$ cat src/rtl/axi_lite_rr_arbiter.sv
// Round-robin read/write transaction scheduler for the AXI4-Lite interconnect.
// Picks one master and one transaction kind, decodes the slave, holds the
// grant until the datapath reports completion or the watchdog aborts it.
module axi_lite_rr_arbiter #(
  parameter int unsigned NUM_MASTER     = 2,
  parameter int unsigned NUM_SLAVE      = 2,
  parameter int unsigned ADDR_WIDTH     = 32,
  parameter logic [NUM_SLAVE*ADDR_WIDTH-1:0] SLAVE_BASE  = {32'h10, 32'h0},
  parameter logic [NUM_SLAVE*ADDR_WIDTH-1:0] SLAVE_LIMIT = {32'h20, 32'h10},
  parameter int unsigned TIMEOUT_CYCLES = 256,
  localparam int unsigned MW = $clog2(NUM_MASTER),
  localparam int unsigned SW = (NUM_SLAVE > 1) ? $clog2(NUM_SLAVE) : 1
) (
  input  logic                             aclk,
  input  logic                             areset,
  input  logic [NUM_MASTER-1:0]            m_arvalid,
  input  logic [NUM_MASTER-1:0]            m_awvalid,
  input  logic [NUM_MASTER*ADDR_WIDTH-1:0] m_araddr,
  input  logic [NUM_MASTER*ADDR_WIDTH-1:0] m_awaddr,
  input  logic                             r_done,
  input  logic                             b_done,
  output logic                             grant_valid,
  output logic [MW-1:0]                    grant_m,
  output logic [SW-1:0]                    grant_s,
  output logic                             grant_write,
  output logic                             grant_decerr,
  output logic                             timeout
);

  // Watchdog counter sizing; a zero limit disables the watchdog entirely.
  localparam int unsigned CW = (TIMEOUT_CYCLES > 0) ? $clog2(TIMEOUT_CYCLES + 1) : 1;
  localparam logic [CW-1:0] CNT_MAX  = '1;
  localparam logic [CW-1:0] CNT_LAST = (TIMEOUT_CYCLES > 0) ? CW'(TIMEOUT_CYCLES - 1) : '0;
  localparam bit            WDOG_EN  = (TIMEOUT_CYCLES != 0);

  typedef enum logic [1:0] {
    ST_IDLE  = 2'd0,
    ST_READ  = 2'd1,
    ST_WRITE = 2'd2
  } state_e;

  state_e          state_q, state_d;
  logic [MW-1:0]   ptr_q, ptr_d;
  logic [CW-1:0]   cnt_q, cnt_d;
  logic            grant_valid_q, grant_valid_d;
  logic [MW-1:0]   grant_m_q, grant_m_d;
  logic [SW-1:0]   grant_s_q, grant_s_d;
  logic            grant_write_q, grant_write_d;
  logic            grant_decerr_q, grant_decerr_d;
  logic            timeout_q, timeout_d;

  logic [NUM_MASTER-1:0] req_c;
  int unsigned           arb_idx_c;
  logic [MW-1:0]         arb_cand_c;
  logic                  win_found_c;
  logic [MW-1:0]         win_c;
  logic                  win_read_c;
  logic [ADDR_WIDTH-1:0] win_addr_c;
  logic                  dec_hit_c;
  logic [SW-1:0]         dec_s_c;
  logic                  done_c;
  logic                  timeout_hit_c;

  assign req_c = m_arvalid | m_awvalid;

  // Round-robin search starting at ptr_q, wrapping modulo NUM_MASTER.
  always_comb begin
    arb_idx_c   = 0;
    arb_cand_c  = '0;
    win_found_c = 1'b0;
    win_c       = '0;
    for (int unsigned j = 0; j < NUM_MASTER; j++) begin
      arb_idx_c  = (32'(ptr_q) + j) % NUM_MASTER;
      arb_cand_c = MW'(arb_idx_c);
      if (!win_found_c && req_c[arb_cand_c]) begin
        win_found_c = 1'b1;
        win_c       = arb_cand_c;
      end
    end
  end

  // Kind selection (read preferred) and address of the winning master.
  always_comb begin
    win_read_c = m_arvalid[win_c];
    win_addr_c = win_read_c ? m_araddr[32'(win_c)*ADDR_WIDTH +: ADDR_WIDTH]
                            : m_awaddr[32'(win_c)*ADDR_WIDTH +: ADDR_WIDTH];
  end

  // Address decode; the lowest matching slave index wins.
  always_comb begin
    dec_hit_c = 1'b0;
    dec_s_c   = '0;
    for (int unsigned i = 0; i < NUM_SLAVE; i++) begin
      if (!dec_hit_c &&
          (win_addr_c >= SLAVE_BASE[i*ADDR_WIDTH +: ADDR_WIDTH]) &&
          (win_addr_c <  SLAVE_LIMIT[i*ADDR_WIDTH +: ADDR_WIDTH])) begin
        dec_hit_c = 1'b1;
        dec_s_c   = SW'(i);
      end
    end
  end

  // Completion of the held transaction and watchdog expiry (done wins a tie).
  always_comb begin
    done_c        = ((state_q == ST_READ) && r_done) || ((state_q == ST_WRITE) && b_done);
    timeout_hit_c = WDOG_EN && (state_q != ST_IDLE) && (cnt_q == CNT_LAST) && !done_c;
  end

  // State register.
  always_ff @(posedge aclk or posedge areset) begin
    if (areset) begin
      state_q <= ST_IDLE;
    end else begin
      state_q <= state_d;
    end
  end

  // Next-state logic.
  always_comb begin
    state_d = state_q;
    unique case (state_q)
      ST_IDLE: begin
        if (win_found_c) begin
          state_d = win_read_c ? ST_READ : ST_WRITE;
        end
      end
      ST_READ, ST_WRITE: begin
        if (done_c || timeout_hit_c) begin
          state_d = ST_IDLE;
        end
      end
      default: state_d = ST_IDLE;
    endcase
  end

  // Output/datapath next values: latch selects at grant, run the watchdog while busy.
  always_comb begin
    ptr_d          = ptr_q;
    cnt_d          = cnt_q;
    grant_m_d      = grant_m_q;
    grant_s_d      = grant_s_q;
    grant_write_d  = grant_write_q;
    grant_decerr_d = grant_decerr_q;
    timeout_d      = 1'b0;
    grant_valid_d  = (state_d != ST_IDLE);
    unique case (state_q)
      ST_IDLE: begin
        cnt_d = '0;
        if (win_found_c) begin
          grant_m_d      = win_c;
          grant_s_d      = dec_s_c;
          grant_write_d  = !win_read_c;
          grant_decerr_d = !dec_hit_c;
          ptr_d          = (win_c == MW'(NUM_MASTER - 1)) ? '0 : win_c + MW'(1);
        end
      end
      ST_READ, ST_WRITE: begin
        if (done_c) begin
          cnt_d = '0;
        end else if (timeout_hit_c) begin
          cnt_d     = '0;
          timeout_d = 1'b1;
        end else begin
          cnt_d = (cnt_q == CNT_MAX) ? cnt_q : cnt_q + CW'(1);
        end
      end
      default: begin
        cnt_d = '0;
      end
    endcase
  end

  // Registered outputs, pointer and watchdog counter.
  always_ff @(posedge aclk or posedge areset) begin
    if (areset) begin
      ptr_q          <= '0;
      cnt_q          <= '0;
      grant_valid_q  <= 1'b0;
      grant_m_q      <= '0;
      grant_s_q      <= '0;
      grant_write_q  <= 1'b0;
      grant_decerr_q <= 1'b0;
      timeout_q      <= 1'b0;
    end else begin
      ptr_q          <= ptr_d;
      cnt_q          <= cnt_d;
      grant_valid_q  <= grant_valid_d;
      grant_m_q      <= grant_m_d;
      grant_s_q      <= grant_s_d;
      grant_write_q  <= grant_write_d;
      grant_decerr_q <= grant_decerr_d;
      timeout_q      <= timeout_d;
    end
  end

  assign grant_valid  = grant_valid_q;
  assign grant_m      = grant_m_q;
  assign grant_s      = grant_s_q;
  assign grant_write  = grant_write_q;
  assign grant_decerr = grant_decerr_q;
  assign timeout      = timeout_q;

endmodule

$ cat config.mk
export PLATFORM = sky130hd
export DESIGN_NAME = axi_lite_rr_arbiter
export DESIGN_NICKNAME = d
export VERILOG_FILES = /design/src/rtl/axi_lite_rr_arbiter.sv
export SDC_FILE = /design/constraint.sdc
export NUM_CORES = 1
export LEC_CHECK = 0
export BUFFER_PORTS_ARGS = -buffer_cell sky130_fd_sc_hd__buf_4
export CORE_MARGIN = 2
export CORE_UTILIZATION = 34
export CTS_CLUSTER_DIAMETER = 40
export DETAILED_ROUTE_END_ITERATION = 10
export HOLD_SLACK_MARGIN = 0.05
export PLACE_DENSITY = 0.85
export SKIP_LAST_GASP = 1
export SLEW_MARGIN = 40
export SYNTH_ARGS = -nofsm -noshare
export SYNTH_HDL_FRONTEND = slang
export SYNTH_SLANG_ARGS = --single-unit
$ cat constraint.sdc
create_clock -name aclk -period 2.12 [get_ports aclk]
set_clock_uncertainty 0.15 [all_clocks]
set_input_delay 0.106 -clock aclk [delete_from_list [all_inputs] [get_ports aclk]]
set_output_delay 0.106 -clock aclk [all_outputs]
set_load 0.01 [all_outputs]
==> results by stage <==
Status:
- The flow ran to the end, and the final reports show no timing, DRC or antenna violations.

Place:
- The last weighted congestion value of the routability-driven placer is just under 0.8.
- The post-placement setup slack is ~88 ps.
- The total of buffers placed on input and output ports is 125.
- Summing all placed instances gives a cell area of 2280 um^2.
- The HPWL after detailed placement is 3920 um.

Route:
- Across all layers, the routed design uses 1663 vias.
- In the routed design, unresolved DRC markers number 0.
- The detailed router finished its first iteration with 43 violations.
- The routed metal-1 wire length is 1710 um.
- Dividing the detail-routed wire length by the instance count gives between 10 and 15 um.
- Summed over all layers, the routed wires come to 4500 um.
- The wire length on met2 is 2380 um.
- The highest layer touched by signal routing is met4.
- The iteration count of the initial detailed-routing pass is 4.
- Once detail routing completed, the nets flagged for antenna violations numbered 0.
- The average vias per placed instance is 5.07.
- The met3 wirelength from detailed routing is 399 um.

CTS:
- The post-CTS setup buffer count is 0.
- CTS placed an instance of clkbuf_8 at the clock tree root.
- TritonCTS created 3 clock buffers.
- Clock-pin slew was measured on the worst setup and hold paths at 70 ps.
- The number of buffers on the longest clock path is 2.
- For the worst-skew pair, the clock arrives at the later sink with an insertion delay of 250 ps.
- CTS built an H-tree with a depth of 1.
- TritonCTS built the clock tree.
- The count of clock tree sinks is 18.

Timing:
- Setup repair after global routing left no endpoint under its margin.
- The final worst-path cycle share is 0.919.
- Setup slack closes at 172 ps.
- The post-layout minimum cycle time is 1950 ps.
- For the pin with the worst max-slew slack, the measured transition is 656 ps.
- The number of failing hold endpoints at the final stage is 0.
- The max-slew headroom at the worst pin is 0.562.
- The post-route setup TNS is 0 ps.
- Based on the critical path, the design can be clocked at up to between 500 and 600 MHz.
- The final number of max-transition violations came to 0.
- The final count of negative-setup-slack endpoints is 0.

Setup path:
- The startpoint identified for the worst register-to-register timing path is ptr_q.
- The stage delay of the slowest cell on the critical path is 450 ps.
- The signal on the critical path passes through nand2b_1 -> a21oi_1 -> a21oi_1 -> mux4_2 -> and2_0 -> a32o_1.
- STA classifies the critical path startpoint as a flop.
- Broken down by cell family, the worst path's largest delay share belongs to compound AO/OA/AOI/OAI gates.
- The type of destination of the critical path is a flop.
- The biggest fanout along the worst timing path is 6.
- By startpoint and endpoint, the worst setup path is classified as reg2reg.
- The cell seen most often among critical-path stages is a21oi_1.
- The number of buffers and inverters on the critical path is 0.
- The data arrival time of the critical path is 1940 ps.
- The worst endpoint required time is 2120 ps.
- The cell with the biggest individual delay on the critical path is dfrtp_2.
- The most critical setup path has its startpoint at ptr_q.

Synth:
- The fraction of the mapped netlist area in compound gates is 0.141.
- The net count of the mapped netlist is about 300.
- The cell count after synthesis came out at 151.
- Of the total synthesized cell area, the portion taken by full adders, half adders and majority gates is 0.0674.
- Dividing the synthesized area by the synthesized cell count gives 8.61 um^2.
- After synthesis, the netlist uses 38 different library cells.
- The synthesized-area fraction occupied by xor and xnor cells is 0.0472.
- Of the total synthesized cell area, the portion taken by AND, OR, NAND and NOR gates is 0.341.
- dfrtp_1 takes more of the synthesized area than any other cell.
- The area share of the largest cell type after synthesis is 0.346.
- The cell area after synthesis is 1300 um^2.
- By area the synthesized netlist is led by dfrtp_1, nor4_1, ha_1, nor2_1, xor2_1.
- By area, the combinational part of the netlist is dominated by simple AND/OR/NAND/NOR gates.
- In this run, synthesis produced a sequential element count of 18.
- The portion of the post-synthesis area used by sequential elements is 0.346.
- After synthesis, the share of cell area in mux cells is 0.0250.
- Yosys printed 0 warnings.

Floorplan:
- The floorplan row count is 22.
- From bottom edge to top edge, the die measures about 66 um.
- The core footprint is 3660 um^2.
- The die covers 4330 um^2.
- From left edge to right edge, the die measures 65.8 um.
- Pin placement for this block handled 142 I/O pins.
- The initial utilization of the core area, before any placement, comes to 0.355.

Global route:
- The pin count of the biggest net entering global routing is 19.
- In the global route stage, overall resource usage came out at 0.218.
- The overflow left after global routing is 0.
- The first global-routing pass estimated 7310 um of wire.
- The via count of the first global-routing pass is ~1.8k.
- The initial antenna violation count is 0.

Layout:
- With fillers left out, the area of the finished cells amounts to between 2000 and 2500 um^2.
- The area growth from synthesis to layout is 82.3%.
- The antenna diode instance count is 0.
- At the end of the flow the core is filled with cells to 0.647.
- Of the cells placed in the final design, the portion with a size suffix greater than 1 is 0.486.
- At the end of the flow, the number of nets in the layout was 424.

Flow run:
- The number of violations of the max-capacitance limit is 0.

Hold path:
- The path category of the worst min-delay check is in2reg.
- The startpoint of the worst hold path is m_awvalid[1].

Pwr:
- In this run the power density over the cells is roughly 630 nW/um^2.
- In this run the static leakage power is 0.00115 uW.
- Across the VDD grid, the largest voltage drop is ~0.36 mV.
## synth_stat cells
master    count
clkbuf_1      3
o21ai_0       2
xor2_1        6
mux4_2        1
nor4_1       22
and4_1        1
buf_6         1
nand3_1       4
inv_1         5
dfrtp_1      18
o22ai_1       2
or4_1         1
mux2i_1       1
o32a_1        1
nor2_2        1
nor3_1        5
nor2_1       18
a32o_1        1
or3_1         1
and2_0        2
a22o_1        1
nor4b_1       1
o21a_1        2
nor2_4        2
o32ai_1       1
nand3b_1      1
nor2b_1       2
nand2_1      13
nor2_8        1
and3_1        2
a22oi_1       5
nand2b_1      2
nand4_1       1
a31oi_1       2
ha_1          7
a311oi_1      1
xnor2_1       1
a21oi_1      10
## where the power goes
part,switching (uW),internal [uW]
clock network,112,165
logic,343,390
registers,65.0,417
total,520,973
## timing repair
action	CTS	global route
hold buffers	3	0
hold endpoints to repair	19	0
gates resized for setup	0	1
endpoints found under the setup margin	0	1
## layout make-up
type                       count  area [um^2]
clock buffer                   4         55.1
timing repair buffer         129          976
sequential                    18          452
multi-input combinational    124          808
tap                           48         60.1
fill                         330         1290
inverter                       5         18.8
## flip-flops by register name, indices dropped and copies added (netlist names)
register and cells:
grant_m 1, timeout 1, grant_valid 1, grant_decerr 1, state_q 2, grant_write 1, ptr_q 1, cnt_q 9
grant_s 1
## worst reg2reg max path, delay by kind of cell, from the launching register on
family          cells  cell delay [ps]
compound gates      3              580
flops               1              450
mux                 1              360
simple gates        2              290
## metrics by stage
| step | cells | power, uW | hold WS, ps |
|---|---|---|---|
| after floorplan | 151 | 865 | -105 |
| after detailed placement | 321 | 1190 | 89.3 |
| after CTS | 328 | 1500 | 127 |
| final | 328 | 1490 | 127 |
| after global placement | 321 | 1170 | 83.6 |
| after global routing | 328 | 1620 | 153 |
## cell usage in the layout, fill, tap and decap left out, types with 2 or more instances in the layout
master | synthesis | final
clkbuf_8 | 0 | 4
o21ai_0 | 2 | 2
ha_1 | 7 | 7
dlygate4sd3_1 | 0 | 3
a22oi_1 | 5 | 5
nor2_1 | 18 | 18
nand3_1 | 4 | 4
nand2b_1 | 2 | 2
and2_0 | 2 | 2
a21oi_1 | 10 | 10
o22ai_1 | 2 | 2
nor2b_1 | 2 | 2
xor2_1 | 6 | 6
o21a_1 | 2 | 2
dfrtp_1 | 18 | 17
buf_4 | 0 | 126
nor3_1 | 5 | 5
nand2_1 | 13 | 13
and3_1 | 2 | 2
inv_1 | 5 | 5
nor4_1 | 22 | 22
a31oi_1 | 2 | 2
nor2_4 | 2 | 2
## kinds of logic (layout without fill, tap and decap cells)
kind of cell | after synthesis | after routing
simple gates | 80 | 80
compound gates | 28 | 28
flops | 18 | 18
buf+inv | 9 | 138
fa+ha+maj | 7 | 7
xor+xnor | 7 | 7
mux | 2 | 2
## final timing paths
path	to	slack, ps	cells after the start
max in group asynchronous	ptr_q	1000	3
worst min register to register	grant_write	350	1
worst max register to register	grant_s	170	6
worst min-delay path	ptr_q	130	4
worst max-delay path	grant_s	170	6
min in group asynchronous	cnt_q[4]	360	3
## layer usage
layer  vias to the layer above  track usage
li1                        827            -
met1                       750        0.241
met2                        84        0.420
met3                         2       0.0562
met4                         0       0.0313
met5                         -            0
Note: power is estimated with default switching activity, not from simulation.
